### src/rtl/dc_mem_ctrl_if.sv
// Cache-side request/acknowledge signals and the shared memory/IO bus of dc_mem_ctrl.
// The master modport is the controller; the slave modport is the caches plus the bus model.
interface dc_mem_ctrl_if;
    logic         dc_miss;
    logic [31:0]  dc_miss_addr;
    logic         dc_evict;
    logic [31:0]  dc_evict_addr;
    logic [127:0] dc_evict_data;
    logic [127:0] dc_data_fill;
    logic         dc_miss_ack;

    logic         io_access;
    logic         io_rw;
    logic [31:0]  io_addr;
    logic [31:0]  io_wr_data;
    logic [31:0]  io_rd_data;
    logic         io_ack;

    logic         ic_miss;
    logic [31:0]  ic_miss_addr;
    logic [127:0] ic_data_fill;
    logic         ic_miss_ack;

    logic         mem_req;
    logic         mem_we;
    logic         mem_io;
    logic [31:0]  mem_addr;
    logic [31:0]  mem_wdata;
    logic [31:0]  mem_rdata;
    logic         mem_ack;

    modport master (
        input  dc_miss, dc_miss_addr, dc_evict, dc_evict_addr, dc_evict_data,
        output dc_data_fill, dc_miss_ack,
        input  io_access, io_rw, io_addr, io_wr_data,
        output io_rd_data, io_ack,
        input  ic_miss, ic_miss_addr,
        output ic_data_fill, ic_miss_ack,
        output mem_req, mem_we, mem_io, mem_addr, mem_wdata,
        input  mem_rdata, mem_ack
    );

    modport slave (
        output dc_miss, dc_miss_addr, dc_evict, dc_evict_addr, dc_evict_data,
        input  dc_data_fill, dc_miss_ack,
        output io_access, io_rw, io_addr, io_wr_data,
        input  io_rd_data, io_ack,
        output ic_miss, ic_miss_addr,
        input  ic_data_fill, ic_miss_ack,
        input  mem_req, mem_we, mem_io, mem_addr, mem_wdata,
        output mem_rdata, mem_ack
    );
endinterface

### src/rtl/dc_mem_ctrl.sv
// Memory-side controller: round-robin arbitration between dcache (miss/evict/IO) and icache
// fills, sequencing 4-beat line transfers and single IO beats over one shared 32-bit bus.
module dc_mem_ctrl (
    input  logic          clk,
    input  logic          rst,
    dc_mem_ctrl_if.master bus
);

    typedef enum logic [2:0] {
        IDLE,
        EVICT,
        DFILL,
        DACK,
        IO,
        IOACK,
        IFILL,
        IACK
    } state_t;

    state_t      state;
    logic [1:0]  cnt;
    logic        last_grant;

    logic        data_req;
    logic        inst_req;
    logic        grant_data;
    logic        grant_inst;
    logic        beat_done;
    logic [31:0] beat_off;
    logic [6:0]  lane;

    assign data_req   = bus.io_access | bus.dc_miss;
    assign inst_req   = bus.ic_miss;
    // On a tie the side not served last time wins; last_grant=1 means inst was last.
    assign grant_inst = inst_req & (~data_req | ~last_grant);
    assign grant_data = data_req & ~grant_inst;

    assign beat_off   = {28'd0, cnt, 2'b00};
    assign lane       = {cnt, 5'b00000};
    assign beat_done  = bus.mem_req & bus.mem_ack;

    // Bus outputs depend only on registered state/cnt and the stable request fields.
    always_comb begin
        bus.mem_req   = 1'b0;
        bus.mem_we    = 1'b0;
        bus.mem_io    = 1'b0;
        bus.mem_addr  = '0;
        bus.mem_wdata = '0;
        case (state)
            EVICT: begin
                bus.mem_req   = 1'b1;
                bus.mem_we    = 1'b1;
                bus.mem_addr  = bus.dc_evict_addr + beat_off;
                bus.mem_wdata = bus.dc_evict_data[lane +: 32];
            end
            DFILL: begin
                bus.mem_req  = 1'b1;
                bus.mem_addr = bus.dc_miss_addr + beat_off;
            end
            IFILL: begin
                bus.mem_req  = 1'b1;
                bus.mem_addr = bus.ic_miss_addr + beat_off;
            end
            IO: begin
                bus.mem_req   = 1'b1;
                bus.mem_io    = 1'b1;
                bus.mem_we    = bus.io_rw;
                bus.mem_addr  = bus.io_addr;
                bus.mem_wdata = bus.io_wr_data;
            end
            default: ;
        endcase
    end

    always_ff @(posedge clk) begin
        if (rst) begin
            state            <= IDLE;
            cnt              <= '0;
            last_grant       <= 1'b1;
            bus.dc_data_fill <= '0;
            bus.ic_data_fill <= '0;
            bus.io_rd_data   <= '0;
            bus.dc_miss_ack  <= 1'b0;
            bus.ic_miss_ack  <= 1'b0;
            bus.io_ack       <= 1'b0;
        end else begin
            bus.dc_miss_ack <= 1'b0;
            bus.ic_miss_ack <= 1'b0;
            bus.io_ack      <= 1'b0;
            case (state)
                IDLE: begin
                    cnt <= '0;
                    if (grant_data) begin
                        last_grant <= 1'b0;
                        if (bus.io_access)
                            state <= IO;
                        else if (bus.dc_evict)
                            state <= EVICT;
                        else
                            state <= DFILL;
                    end else if (grant_inst) begin
                        last_grant <= 1'b1;
                        state      <= IFILL;
                    end
                end
                EVICT: begin
                    if (beat_done) begin
                        cnt <= cnt + 2'd1;
                        if (cnt == 2'd3)
                            state <= DFILL;
                    end
                end
                DFILL: begin
                    if (beat_done) begin
                        bus.dc_data_fill[lane +: 32] <= bus.mem_rdata;
                        cnt <= cnt + 2'd1;
                        if (cnt == 2'd3) begin
                            state           <= DACK;
                            bus.dc_miss_ack <= 1'b1;
                        end
                    end
                end
                IFILL: begin
                    if (beat_done) begin
                        bus.ic_data_fill[lane +: 32] <= bus.mem_rdata;
                        cnt <= cnt + 2'd1;
                        if (cnt == 2'd3) begin
                            state           <= IACK;
                            bus.ic_miss_ack <= 1'b1;
                        end
                    end
                end
                IO: begin
                    if (beat_done) begin
                        if (!bus.io_rw)
                            bus.io_rd_data <= bus.mem_rdata;
                        state      <= IOACK;
                        bus.io_ack <= 1'b1;
                    end
                end
                DACK, IACK, IOACK: state <= IDLE;
                default: state <= IDLE;
            endcase
        end
    end

endmodule

### src/flat_wrapper.sv
// flat-port wrapper written by rule: the top's interface ports become plain ports
module dc_mem_ctrl_flat 
  (clk, rst, bus_dc_miss, bus_dc_miss_addr, bus_dc_evict, bus_dc_evict_addr, bus_dc_evict_data, bus_dc_data_fill, bus_dc_miss_ack, bus_io_access, bus_io_rw, bus_io_addr, bus_io_wr_data, bus_io_rd_data, bus_io_ack, bus_ic_miss, bus_ic_miss_addr, bus_ic_data_fill, bus_ic_miss_ack, bus_mem_req, bus_mem_we, bus_mem_io, bus_mem_addr, bus_mem_wdata, bus_mem_rdata, bus_mem_ack);
  dc_mem_ctrl_if bus_i ();
  input  logic clk;
  input  logic rst;
  input wire logic [$bits(bus_i.dc_miss)-1:0] bus_dc_miss;
  input wire logic [$bits(bus_i.dc_miss_addr)-1:0] bus_dc_miss_addr;
  input wire logic [$bits(bus_i.dc_evict)-1:0] bus_dc_evict;
  input wire logic [$bits(bus_i.dc_evict_addr)-1:0] bus_dc_evict_addr;
  input wire logic [$bits(bus_i.dc_evict_data)-1:0] bus_dc_evict_data;
  output wire logic [$bits(bus_i.dc_data_fill)-1:0] bus_dc_data_fill;
  output wire logic [$bits(bus_i.dc_miss_ack)-1:0] bus_dc_miss_ack;
  input wire logic [$bits(bus_i.io_access)-1:0] bus_io_access;
  input wire logic [$bits(bus_i.io_rw)-1:0] bus_io_rw;
  input wire logic [$bits(bus_i.io_addr)-1:0] bus_io_addr;
  input wire logic [$bits(bus_i.io_wr_data)-1:0] bus_io_wr_data;
  output wire logic [$bits(bus_i.io_rd_data)-1:0] bus_io_rd_data;
  output wire logic [$bits(bus_i.io_ack)-1:0] bus_io_ack;
  input wire logic [$bits(bus_i.ic_miss)-1:0] bus_ic_miss;
  input wire logic [$bits(bus_i.ic_miss_addr)-1:0] bus_ic_miss_addr;
  output wire logic [$bits(bus_i.ic_data_fill)-1:0] bus_ic_data_fill;
  output wire logic [$bits(bus_i.ic_miss_ack)-1:0] bus_ic_miss_ack;
  output wire logic [$bits(bus_i.mem_req)-1:0] bus_mem_req;
  output wire logic [$bits(bus_i.mem_we)-1:0] bus_mem_we;
  output wire logic [$bits(bus_i.mem_io)-1:0] bus_mem_io;
  output wire logic [$bits(bus_i.mem_addr)-1:0] bus_mem_addr;
  output wire logic [$bits(bus_i.mem_wdata)-1:0] bus_mem_wdata;
  input wire logic [$bits(bus_i.mem_rdata)-1:0] bus_mem_rdata;
  input wire logic [$bits(bus_i.mem_ack)-1:0] bus_mem_ack;
  assign bus_i.dc_miss = bus_dc_miss;
  assign bus_i.dc_miss_addr = bus_dc_miss_addr;
  assign bus_i.dc_evict = bus_dc_evict;
  assign bus_i.dc_evict_addr = bus_dc_evict_addr;
  assign bus_i.dc_evict_data = bus_dc_evict_data;
  assign bus_dc_data_fill = bus_i.dc_data_fill;
  assign bus_dc_miss_ack = bus_i.dc_miss_ack;
  assign bus_i.io_access = bus_io_access;
  assign bus_i.io_rw = bus_io_rw;
  assign bus_i.io_addr = bus_io_addr;
  assign bus_i.io_wr_data = bus_io_wr_data;
  assign bus_io_rd_data = bus_i.io_rd_data;
  assign bus_io_ack = bus_i.io_ack;
  assign bus_i.ic_miss = bus_ic_miss;
  assign bus_i.ic_miss_addr = bus_ic_miss_addr;
  assign bus_ic_data_fill = bus_i.ic_data_fill;
  assign bus_ic_miss_ack = bus_i.ic_miss_ack;
  assign bus_mem_req = bus_i.mem_req;
  assign bus_mem_we = bus_i.mem_we;
  assign bus_mem_io = bus_i.mem_io;
  assign bus_mem_addr = bus_i.mem_addr;
  assign bus_mem_wdata = bus_i.mem_wdata;
  assign bus_i.mem_rdata = bus_mem_rdata;
  assign bus_i.mem_ack = bus_mem_ack;
  dc_mem_ctrl u_core (.clk(clk), .rst(rst), .bus(bus_i));
endmodule
### config.mk
export PLATFORM = sky130hd
export DESIGN_NAME = dc_mem_ctrl_flat
export DESIGN_NICKNAME = d
export VERILOG_FILES = /design/src/rtl/dc_mem_ctrl_if.sv /design/src/rtl/dc_mem_ctrl.sv /design/src/flat_wrapper.sv
export SDC_FILE = /design/constraint.sdc
export NUM_CORES = 1
export LEC_CHECK = 0
export BUFFER_PORTS_ARGS = -buffer_cell sky130_fd_sc_hd__buf_2
export CAP_MARGIN = 20
export CORE_AREA = 2 2 263 265
export DETAILED_ROUTE_END_ITERATION = 10
export DIE_AREA = 0 0 265 267
export MAX_ROUTING_LAYER = met4
export SLEW_MARGIN = 20
export SYNTH_ARGS = -nofsm -noshare
export SYNTH_HDL_FRONTEND = slang
export SYNTH_SLANG_ARGS = --single-unit
export TNS_END_PERCENT = 1
### constraint.sdc
create_clock -name clk -period 4.1 [get_ports clk]
set_input_delay 0.82 -clock clk [delete_from_list [all_inputs] [get_ports clk]]
set_output_delay 0.82 -clock clk [all_outputs]
set_load 0.02 [all_outputs]
==> impl_metrics.csv, run 1 <==
group,metric,value,unit
placed_design,place_congestion,0.9809,
yosys,yosysTopAreaCell,"dfxtp_1",
global_route,grt_pass1_vias,14560,
floorplanning,core,67990,µm²
clock_tree,clock_path_buffers,3,
timing,slew_viol_final,0,
routing,met2_length,30090,µm
yosys,synthFlopType,"dfxtp_1",
clock_tree,numClockSinks,297,
placed_design,dp_hpwl,58160,µm
hold_path,min_path_cells,2,
yosys,ys_seq_area_share,42.63,%
timing,setup_violations,8,
timing,hold_viol_final,0,
finish,stdcell_area,20030,µm²
clock_tree,clk_latency,550,ps
run_status,violations,"setup timing",
clock_tree,hold_buffers,0,
routing,drc,0,
yosys,synthSimpleGateAreaFrac,25.99,%
critical_path,cp_max_fo,17,
finish,drive_gt1_share,36.91,%
yosys,yosysWarnings,0,
critical_path,r2r_slack,1170,ps
yosys,synth_compound_area_share,15.49,%
timing,relSlewSlack,37.85,%
global_route,grt_use_total,20.98,%
yosys,synth_edf_count,0,
routing,final_antenna_net_count,0,
yosys,synth_top_family_by_area,"simple AND/OR/NAND/NOR gates",
yosys,synth_mux_area_share,9.823,%
timing,setup_tns,-379.2,ps
finish,multiInputGateArea,7520,µm²
placed_design,pre_cts_slack,-119.3,ps
routing,drtIter0Drc,1316,
routing,via_per_inst,4.618,
yosys,synth_common_cells,"566 x nand2_1, 297 x a21oi_1, 297 x dfxtp_1, 138 x clkbuf_1, 128 x nor2_1",
yosys,synth_top_area_share,42.63,%
timing,fin_skew,18.29,ps
floorplanning,top_level_ports,686,
run_status,run_status,"finished, violations left",
yosys,syn_area_per_cell,7.689,µm²
routing,wl_per_cell,22.18,µm
critical_path,cp_slowest_stage_delay,500,ps
yosys,synthXorXnorAreaFrac,0.8792,%
clock_tree,clk_pin_slew,60,ps
hold_path,min_from,"u_core.bus.dc_data_fill[98]",
critical_path,endpoint_kind,"output pin",
finish,nNetsFinal,2800,
finish,num-fill-cells,7497,
power_and_ir_drop,power-per-cell-area,531.0,nW/µm²
clock_tree,cts_buffers,36,
timing,layout_setup_ws,-75.59,ps
placed_design,port-buffer-count,685,
floorplanning,die_area,70760,µm²
critical_path,required,3280,ps
routing,wl_met3,7370,µm
floorplanning,initial_core_util,20.51,%
global_route,grt_max_degree,95,
critical_path,cpMaxStageDelayCell,"or3b_2",
floorplanning,die_x,265,µm
placed_design,placed_area,18530,µm²
critical_path,r2r_start,"u_core.state[2]",
finish,area_delta_synth_final,43.58,%
global_route,grt_pass1_wl,105500,µm
yosys,synthAdderAreaFrac,0.7715,%
timing,clock.fmax,239.5,MHz
routing,wirelength,74970,µm
clock_tree,cts-root-buf,"clkbuf_16",
timing,fin_hold_ws,448.9,ps
routing,top_layer_used,"met4",
hold_path,hold_path.class,"flip-flop to flip-flop",
timing,finalCriticalPeriod,4176,ps
floorplanning,fp.dieH,267,µm
critical_path,arrival,3360,ps
power_and_ir_drop,peakVddDrop,0.3226,mV
critical_path,critPathKind,"flip-flop to output pin",
routing,drt-met1-wl,35890,µm
finish,fin_util,29.46,%
timing,tightestPinTransition,929.9,ps
yosys,syn-cell-area,13950,µm²
finish,register_area,5953,µm²
critical_path,regToRegEndpoint,"u_core.bus.io_rd_data[18]",
yosys,async_reset_ff_share,0,%
global_route,grt-ovfl-total,0,
routing,vias,15608,
power_and_ir_drop,power.leakage,8.274,nW
critical_path,worstSetupStartpointType,"flip-flop",
yosys,syn_inst,1814,
yosys,ys_ff_latch,297,
global_route,antenna_found_initial,11,
clock_tree,cts_tree,"yes",
yosys,synth_most_common_cell,"nand2_1",
yosys,synth.net_count,2150,
critical_path,ff2ff_path_depth,8,
floorplanning,rows,96,
clock_tree,htree_levels,2,
flow_run,drv_cap,0,
timing,post-route-period-util,101.8,%
critical_path,crit_path_cell_trace,"and2b_4 -> buf_6 -> mux2i_1 -> nor4b_2 -> or3b_2 -> or3_1 -> a221o_1 -> buf_2",
hold_path,hold_path_end,"u_core.bus.dc_data_fill[98]",
routing,firstDrtPassIters,7,
yosys,ys_top_cells_by_area,"dfxtp_1 43%, nand2_1 15%, a21oi_1 11%, mux4_2 5.2%, clkbuf_1 3.7%",
timing,grt_setup_unrepaired,"yes",
critical_path,crit_path_start,"u_core.state[0]",
yosys,yosysUniqueCellTypes,55,
==> power breakdown <==
part	internal (mW)	switching, mW	total [mW]
combinational	1.57	2.72	4.29
clock	1.95	1.35	3.30
sequential	2.98	0.0609	3.04
total	6.51	4.13	10.6
==> registers in the layout, indices dropped and copies added (netlist names) <==
name	count
u_core.bus.dc_data_fill	128
u_core.bus.ic_data_fill	128
u_core.bus.io_rd_data	32
u_core.state	3
u_core.cnt	2
u_core.bus.dc_miss_ack	1
u_core.bus.ic_miss_ack	1
u_core.bus.io_ack	1
u_core.last_grant	1
==> how the worst max path moves through the flow <==
stage	end
2_1_floorplan	bus_mem_addr[21]
3_3_place_gp	bus_mem_addr[22]
3_5_place_dp	bus_mem_addr[22]
4_1_cts	bus_mem_addr[27]
5_1_grt	bus_mem_addr[22]
6_report	bus_mem_addr[31]
==> stage by stage <==
stage                     instances  total power, mW
after floorplan                1814            5.487
after global placement         3297            7.162
after detailed placement       3297            7.152
after CTS                      3372            10.68
after global routing           3377            11.13
final                          3380            10.63
==> per-layer routing <==
metal	global-route usage (%)	vias up
met2	27.98	708
met3	6.458	81
met4	4.978	0
li1	-	7443
met1	30.26	7376
met5	-	-
==> layout by cell type, fill, tap and decap left out, types with 5 or more instances in the layout <==
| cell type | n |
|---|---|
| buf_4 | 73 |
| and2_1 | 10 |
| clkbuf_16 | 37 |
| mux2_2 | 31 |
| or3_1 | 5 |
| clkbuf_1 | 7 |
| diode_2 | 8 |
| nor2_1 | 123 |
| nand2_1 | 566 |
| dfxtp_1 | 293 |
| ha_1 | 6 |
| o21ai_0 | 20 |
| clkinvlp_4 | 7 |
| buf_12 | 6 |
| xnor2_1 | 11 |
| buf_6 | 10 |
| a22o_1 | 34 |
| buf_2 | 675 |
| nor3_1 | 8 |
| mux2i_1 | 28 |
| a221o_1 | 7 |
| nand2b_1 | 39 |
| mux4_2 | 32 |
| nand3_1 | 67 |
| a21oi_1 | 295 |
| clkbuf_8 | 5 |
==> area by class of cell <==
class | instances | share of cell area, %
diodes | 8 | 0.09997
clock buffers | 49 | 5.098
well taps | 882 | 5.511
inverters | 4 | 0.07498
clock inverters | 15 | 0.9310
multi-input cells | 1359 | 37.55
flip-flops and latches | 297 | 29.73
repair buffers | 766 | 21.01
==> logic make-up after synthesis <==
kind of cell	Yosys count
buffers and inverters	158
DFF	297
and+or+nand+nor	859
muxes	93
adders and majority gates	8
AOI/OAI and AO/OA	385
xor gates and xnor gates	14
==> repair_timing <==
action | 4_1_cts | 5_1_grt
setup endpoints to repair | 12 | 16
buffers inserted | 10 | 0
gates cloned | 1 | 0
pin swaps | 7 | 2
resized for setup | 38 | 8
==> worst max-delay path, delay by kind of cell (launching register included) <==
kind | cells | cell delay (ps)
muxes | 1 | 180
and+or+nand+nor | 4 | 1570
DFF | 1 | 320
buffers and inverters | 2 | 440
AOI/OAI and AO/OA | 1 | 290
Note: power is estimated with default switching activity, not from simulation.
==> inputs of run 2 (changes only) <==
Clock period 4.1 ns to 3.74 ns, I/O delays scaled along.
==> run 2 against run 1 <==
  * The flow still finishes with violations (setup timing)
  * Clock skew grew 4.7 ps
  * Critical endpoint is now bus_mem_addr[20]
  * Core utilization shrank 0.085 points
  * Clock power grew 6.4%
  * Non-clock buffer count grew 4
  * Via count grew 0.25%
  * Die area is the same
  * Total power grew 8.8%
  * Global-route usage shrank 0.12 points
  * Sequential power grew 10%
  * Register-to-register slack gained 30 ps
  * Highest routed layer unchanged
  * First-iteration DRC count grew 2.4%
  * Cell area shrank 0.29%
==> impl_metrics.csv, run 2 (synthesis gave the netlist of run 1 again) <==
group,metric,value,unit
run_status,run_status,"finished, violations left",
run_status,violations,"setup timing",
clock_tree,htree_levels,2,
clock_tree,clk_pin_slew,60,ps
global_route,antenna_found_initial,11,
routing,drtIter0Drc,1348,
critical_path,crit_path_start,"u_core.state[2]",
routing,wirelength,75090,µm
critical_path,r2r_start,"u_core.state[2]",
placed_design,dp_cells,3307,
hold_path,hold_path.class,"flip-flop to flip-flop",
routing,final_antenna_net_count,0,
power_and_ir_drop,peakVddDrop,0.3369,mV
finish,area_delta_synth_final,43.17,%
finish,multiInputGateArea,7487,µm²
placed_design,port-buffer-count,685,
floorplanning,top_level_ports,686,
timing,tightestPinTransition,723.1,ps
global_route,grt_max_degree,92,
floorplanning,die_area,70760,µm²
critical_path,endpoint_kind,"output pin",
clock_tree,cts-root-buf,"clkbuf_16",
timing,finalCriticalPeriod,4195,ps
finish,stdcell_area,19970,µm²
clock_tree,cts_buffers,36,
placed_design,place_congestion,0.9924,
finish,drive_gt1_share,36.86,%
clock_tree,numClockSinks,297,
global_route,grt_pass1_wl,105000,µm
finish,nNetsFinal,2804,
timing,layout_setup_ws,-455.0,ps
critical_path,cpMaxStageDelayCell,"fa_2",
critical_path,crit_path_cell_trace,"mux2i_1 -> o21ai_1 -> ha_2 -> inv_1 -> fa_2 -> nor4_4 -> nand4_1 -> buf_4 -> or3b_1 -> a221o_1 -> buf_2",
timing,clock.fmax,238.4,MHz
placed_design,dp_hpwl,59070,µm
global_route,grt_use_total,20.86,%
critical_path,cp_slowest_stage_delay,390,ps
routing,wl_per_cell,22.20,µm
floorplanning,core,67990,µm²
power_and_ir_drop,power-per-cell-area,579.5,nW/µm²
finish,reg_top3,"u_core.bus.dc_data_fill x128, u_core.bus.ic_data_fill x128, u_core.bus.io_rd_data x32",
critical_path,cp_max_fo,6,
routing,vias,15647,
timing,post-route-period-util,112.2,%
finish,num-fill-cells,7439,
finish,final_cell_count_no_fill,3382,
timing,setup_violations,16,
power_and_ir_drop,power.leakage,8.287,nW
placed_design,placed_area,18610,µm²
clock_tree,hold_buffers,0,
floorplanning,rows,96,
critical_path,arrival,3450,ps
hold_path,min_from,"u_core.bus.dc_data_fill[102]",
finish,final_cell_mix,"674 x buf_2, 566 x nand2_1, 296 x a21oi_1, 292 x dfxtp_1, 125 x nor2_1",
clock_tree,cts_tree,"yes",
floorplanning,die_x,265,µm
timing,hold_viol_final,0,
timing,slew_viol_final,0,
routing,via_per_inst,4.627,
flow_run,drv_cap,0,
finish,final_common_cell,"buf_2",
timing,fin_skew,23.04,ps
critical_path,worstSetupStartpointType,"flip-flop",
clock_tree,clk_latency,540,ps
routing,firstDrtPassIters,8,
critical_path,required,2990,ps
finish,fin_util,29.37,%
timing,relSlewSlack,51.80,%
floorplanning,initial_core_util,20.51,%
clock_tree,clock_path_buffers,3,
timing,grt_setup_unrepaired,"yes",
floorplanning,fp.dieH,267,µm
critical_path,critPathKind,"flip-flop to output pin",
finish,register_area,5957,µm²
routing,drc,0,
global_route,grt_pass1_vias,14587,
timing,setup_tns,-4128,ps
global_route,grt-ovfl-total,0,
## run 2: what timing repair did
item	CTS	global route
buffers inserted	5	0
setup endpoints to repair	27	19
pin swaps	3	5
cloned	0	0
gates resized for setup	24	12
## run 2: routing by layer
metal	global-route usage, %	wire, µm	vias up
met5	-	0	-
li1	-	-	7442
met4	4.184	1173	0
met3	6.661	7724	68
met2	28.00	30290	663
met1	30.08	35900	7474
## run 2: layout make-up
class	instances	share of cell area, %
Inverter	4	0.07519
Timing Repair Buffer	770	21.12
Clock inverter	12	0.6579
Tap cell	882	5.527
Sequential cell	297	29.83
Clock buffer	51	5.207
Multi-Input combinational cell	1359	37.50
Antenna cell	7	0.08772
## run 2: report_power, final
group / total, mW / leakage, nW / switching, mW / internal, mW
sequential: 3.35 / 2.40 / 0.0809 / 3.27
clock: 3.51 / 0.575 / 1.43 / 2.08
combinational: 4.71 / 5.31 / 2.96 / 1.75
## run 2: worst paths after layout
kind	end	slack (ps)	cells past startpoint
min reg2reg	u_core.bus.dc_data_fill[102]	450	2
max	bus_mem_addr[20]	-460	11
min	u_core.bus.dc_data_fill[102]	450	2
max reg2reg	u_core.bus.io_rd_data[4]	1200	8
## run 2: worst max-delay path: cells and delay by family, from the launching register on
| family | cells | cell delay (ps) |
|---|---|---|
| compound gates | 2 | 460 |
| buf+inv | 3 | 470 |
| simple gates | 3 | 830 |
| fa+ha+maj | 2 | 610 |
| flops | 1 | 380 |
| mux | 1 | 150 |
## run 2: stage by stage
stage | worst slack [ps] | hold slack [ps] | total power, mW
global placement | -201.7 | 437.8 | 7.909
global route | -560.9 | 463.7 | 12.08
finish | -455.0 | 448.0 | 11.57
CTS | -456.9 | 451.4 | 11.59
detailed placement | -269.3 | 443.3 | 7.893
floorplan | 25.21 | 456.4 | 6.038
==> inputs of run 3 (changes only) <==
Settings changed: CAP_MARGIN 20 to not set, CORE_AREA 2 2 263 265 to 5 5 266 268, DIE_AREA 0 0 265 267 to 0 0 271 273.
==> run 3 against run 2 <==
  * The flow still finishes with violations (setup timing)
  * Combinational power increased by 2%
  * Register-to-register slack got worse by 360 ps
  * Core utilization increased by 0.19 points
  * Non-clock buffer count decreased by 2
  * Wire length increased by 2.6%
  * Maximum frequency increased by 3.2%
  * Flip-flop and latch count unchanged
  * Count of clock-buffer cells in the layout decreased by 1
  * Sequential share of layout area decreased by 0.25 points
  * Global-route usage decreased by 0.57 points
  * Cell count decreased by 0.15%
  * Critical path depth decreased by 3
  * Largest cell class unchanged
  * Largest power group unchanged
==> impl_metrics.csv, run 3 (synthesis gave the netlist of run 1 again) <==
group,metric,value,unit
clock_tree,numClockSinks,297,
global_route,antenna_found_initial,5,
routing,vias,15571,
floorplanning,core,68110,µm²
critical_path,r2r_start,"u_core.cnt[0]",
critical_path,endpoint_kind,"output pin",
timing,relSlewSlack,42.58,%
power_and_ir_drop,total_power,11.76,mW
timing,fin_hold_ws,449.0,ps
global_route,grt_pass1_vias,14955,
routing,final_antenna_net_count,0,
critical_path,r2r_slack,840,ps
timing,post-route-period-util,108.7,%
hold_path,min_path_cells,2,
critical_path,arrival,3320,ps
timing,setup_violations,12,
run_status,run_status,"finished, violations left",
power_and_ir_drop,power.leakage,8.371,nW
clock_tree,htree_levels,2,
routing,drc,0,
critical_path,cp_max_fo,6,
hold_path,min_from,"u_core.bus.ic_data_fill[7]",
timing,grt_setup_unrepaired,"yes",
finish,register_area,5957,µm²
clock_tree,cts-root-buf,"clkbuf_16",
routing,via_per_inst,4.611,
floorplanning,fp.dieH,273,µm
placed_design,dp_hpwl,61020,µm
floorplanning,die_x,271,µm
routing,wl_per_cell,22.82,µm
placed_design,place_congestion,0.9692,
floorplanning,top_level_ports,686,
finish,final_common_cell,"buf_2",
routing,drtIter0Drc,1211,
global_route,grt_use_total,20.29,%
finish,drive_gt1_share,37.46,%
critical_path,required,2990,ps
run_status,violations,"setup timing",
hold_path,hold_path.class,"flip-flop to flip-flop",
clock_tree,clock_path_buffers,3,
finish,area_delta_synth_final,44.37,%
critical_path,worstSetupStartpointType,"flip-flop",
timing,finalCriticalPeriod,4065,ps
power_and_ir_drop,power-per-cell-area,584.1,nW/µm²
timing,slew_viol_final,0,
finish,reg_top3,"u_core.bus.dc_data_fill x128, u_core.bus.ic_data_fill x128, u_core.bus.io_rd_data x32",
timing,layout_setup_ws,-325.2,ps
finish,multiInputGateArea,7589,µm²
routing,firstDrtPassIters,5,
critical_path,critPathKind,"flip-flop to output pin",
finish,final_cell_mix,"667 x buf_2, 565 x nand2_1, 296 x a21oi_1, 292 x dfxtp_1, 123 x nor2_1",
timing,fin_skew,21.49,ps
power_and_ir_drop,peakVddDrop,0.3484,mV
timing,setup_tns,-2386,ps
timing,hold_viol_final,0,
clock_tree,cts_tree,"yes",
critical_path,regToRegEndpoint,"u_core.bus.ic_data_fill[32]",
clock_tree,clk_pin_slew,60,ps
clock_tree,cts_buffers,36,
floorplanning,die_area,73980,µm²
critical_path,ff2ff_path_depth,7,
hold_path,hold_path_end,"u_core.bus.ic_data_fill[7]",
routing,wirelength,77070,µm
finish,nNetsFinal,2803,
placed_design,port-buffer-count,685,
global_route,grt_pass1_wl,108400,µm
timing,tightestPinTransition,861.3,ps
global_route,grt_max_degree,114,
finish,num-fill-cells,7464,
timing,clock.fmax,246.0,MHz
clock_tree,clk_latency,540,ps
flow_run,drv_cap,0,
floorplanning,initial_core_util,20.48,%
floorplanning,rows,96,
global_route,grt-ovfl-total,0,
==> run 3: changes by cell type in the layout (fill, tap and decap cells not counted), sizes merged <==
cell,delta
clkinvlp,+2
diode,-5
buf,-2
inv,+2
bufinv,+1
clkbuf,-1
clkinv,-3
and2b,+1
==> run 3: worst max-delay path by stage <==
stage / from / end / slack (ps) / cells after the start
2_1_floorplan: u_core.state[2] / bus_mem_addr[26] / 30 / 14
3_3_place_gp: bus_ic_miss_addr[2] / bus_mem_addr[20] / -170 / 12
3_5_place_dp: bus_ic_miss_addr[2] / bus_mem_addr[20] / -210 / 12
4_1_cts: u_core.state[2] / bus_mem_addr[20] / -330 / 11
5_1_grt: u_core.state[0] / bus_mem_addr[20] / -430 / 10
6_report: u_core.state[0] / bus_mem_addr[28] / -330 / 8
==> run 3: layer usage <==
metal  global-route usage (%)  up-vias  share of wire, %
li1                         -     7432                 -
met1                    29.26     7451                48
met2                    28.70      610                42
met3                    4.987       78               8.2
met4                    4.273        0               2.1
met5                        -        -                 0
==> run 3: through the flow <==
| step | setup slack [ps] | cells | utilization, % | area, µm² |
|---|---|---|---|---|
| 2_1_floorplan | 25.21 | 1814 | - | 13990 |
| 3_3_place_gp | -170.9 | 3301 | 27.27 | 18580 |
| 3_5_place_dp | -211.8 | 3301 | 27.27 | 18580 |
| 4_1_cts | -327.3 | 3367 | 29.23 | 19900 |
| 5_1_grt | -432.5 | 3375 | 29.56 | 20130 |
| 6_report | -325.2 | 3377 | 29.57 | 20140 |
==> run 3: worst max-delay path: stages, from the launching register on <==
cell	delay [ps]
dfxtp_4	360
and2b_4	280
buf_4	140
mux2i_1	90
or4b_4	600
or4b_4	560
or2_4	260
a211o_4	360
buf_6	150
==> run 3: layout make-up <==
cell class	count	share of cell area (%)
Sequential cell	297	29.58
Tap cell	882	5.481
Multi-Input combinational cell	1360	37.69
Antenna cell	2	0.02486
Timing Repair Buffer	768	21.16
Inverter	4	0.07457
Clock inverter	14	0.8513
Clock buffer	50	5.139
==> run 3: what timing repair did <==
action | 4_1_cts | 5_1_grt
setup endpoints to repair | 21 | 21
hold buffers | 0 | 0
setup buffers | 1 | 8
cloned | 1 | 0
resized for setup | 37 | 41
pin swaps | 9 | 13
==> run 3: where the power goes <==
part	switching, mW	internal [mW]	total [mW]
Clock	1.44	2.15	3.59
Sequential	0.0748	3.27	3.35
Combinational	3.02	1.80	4.82
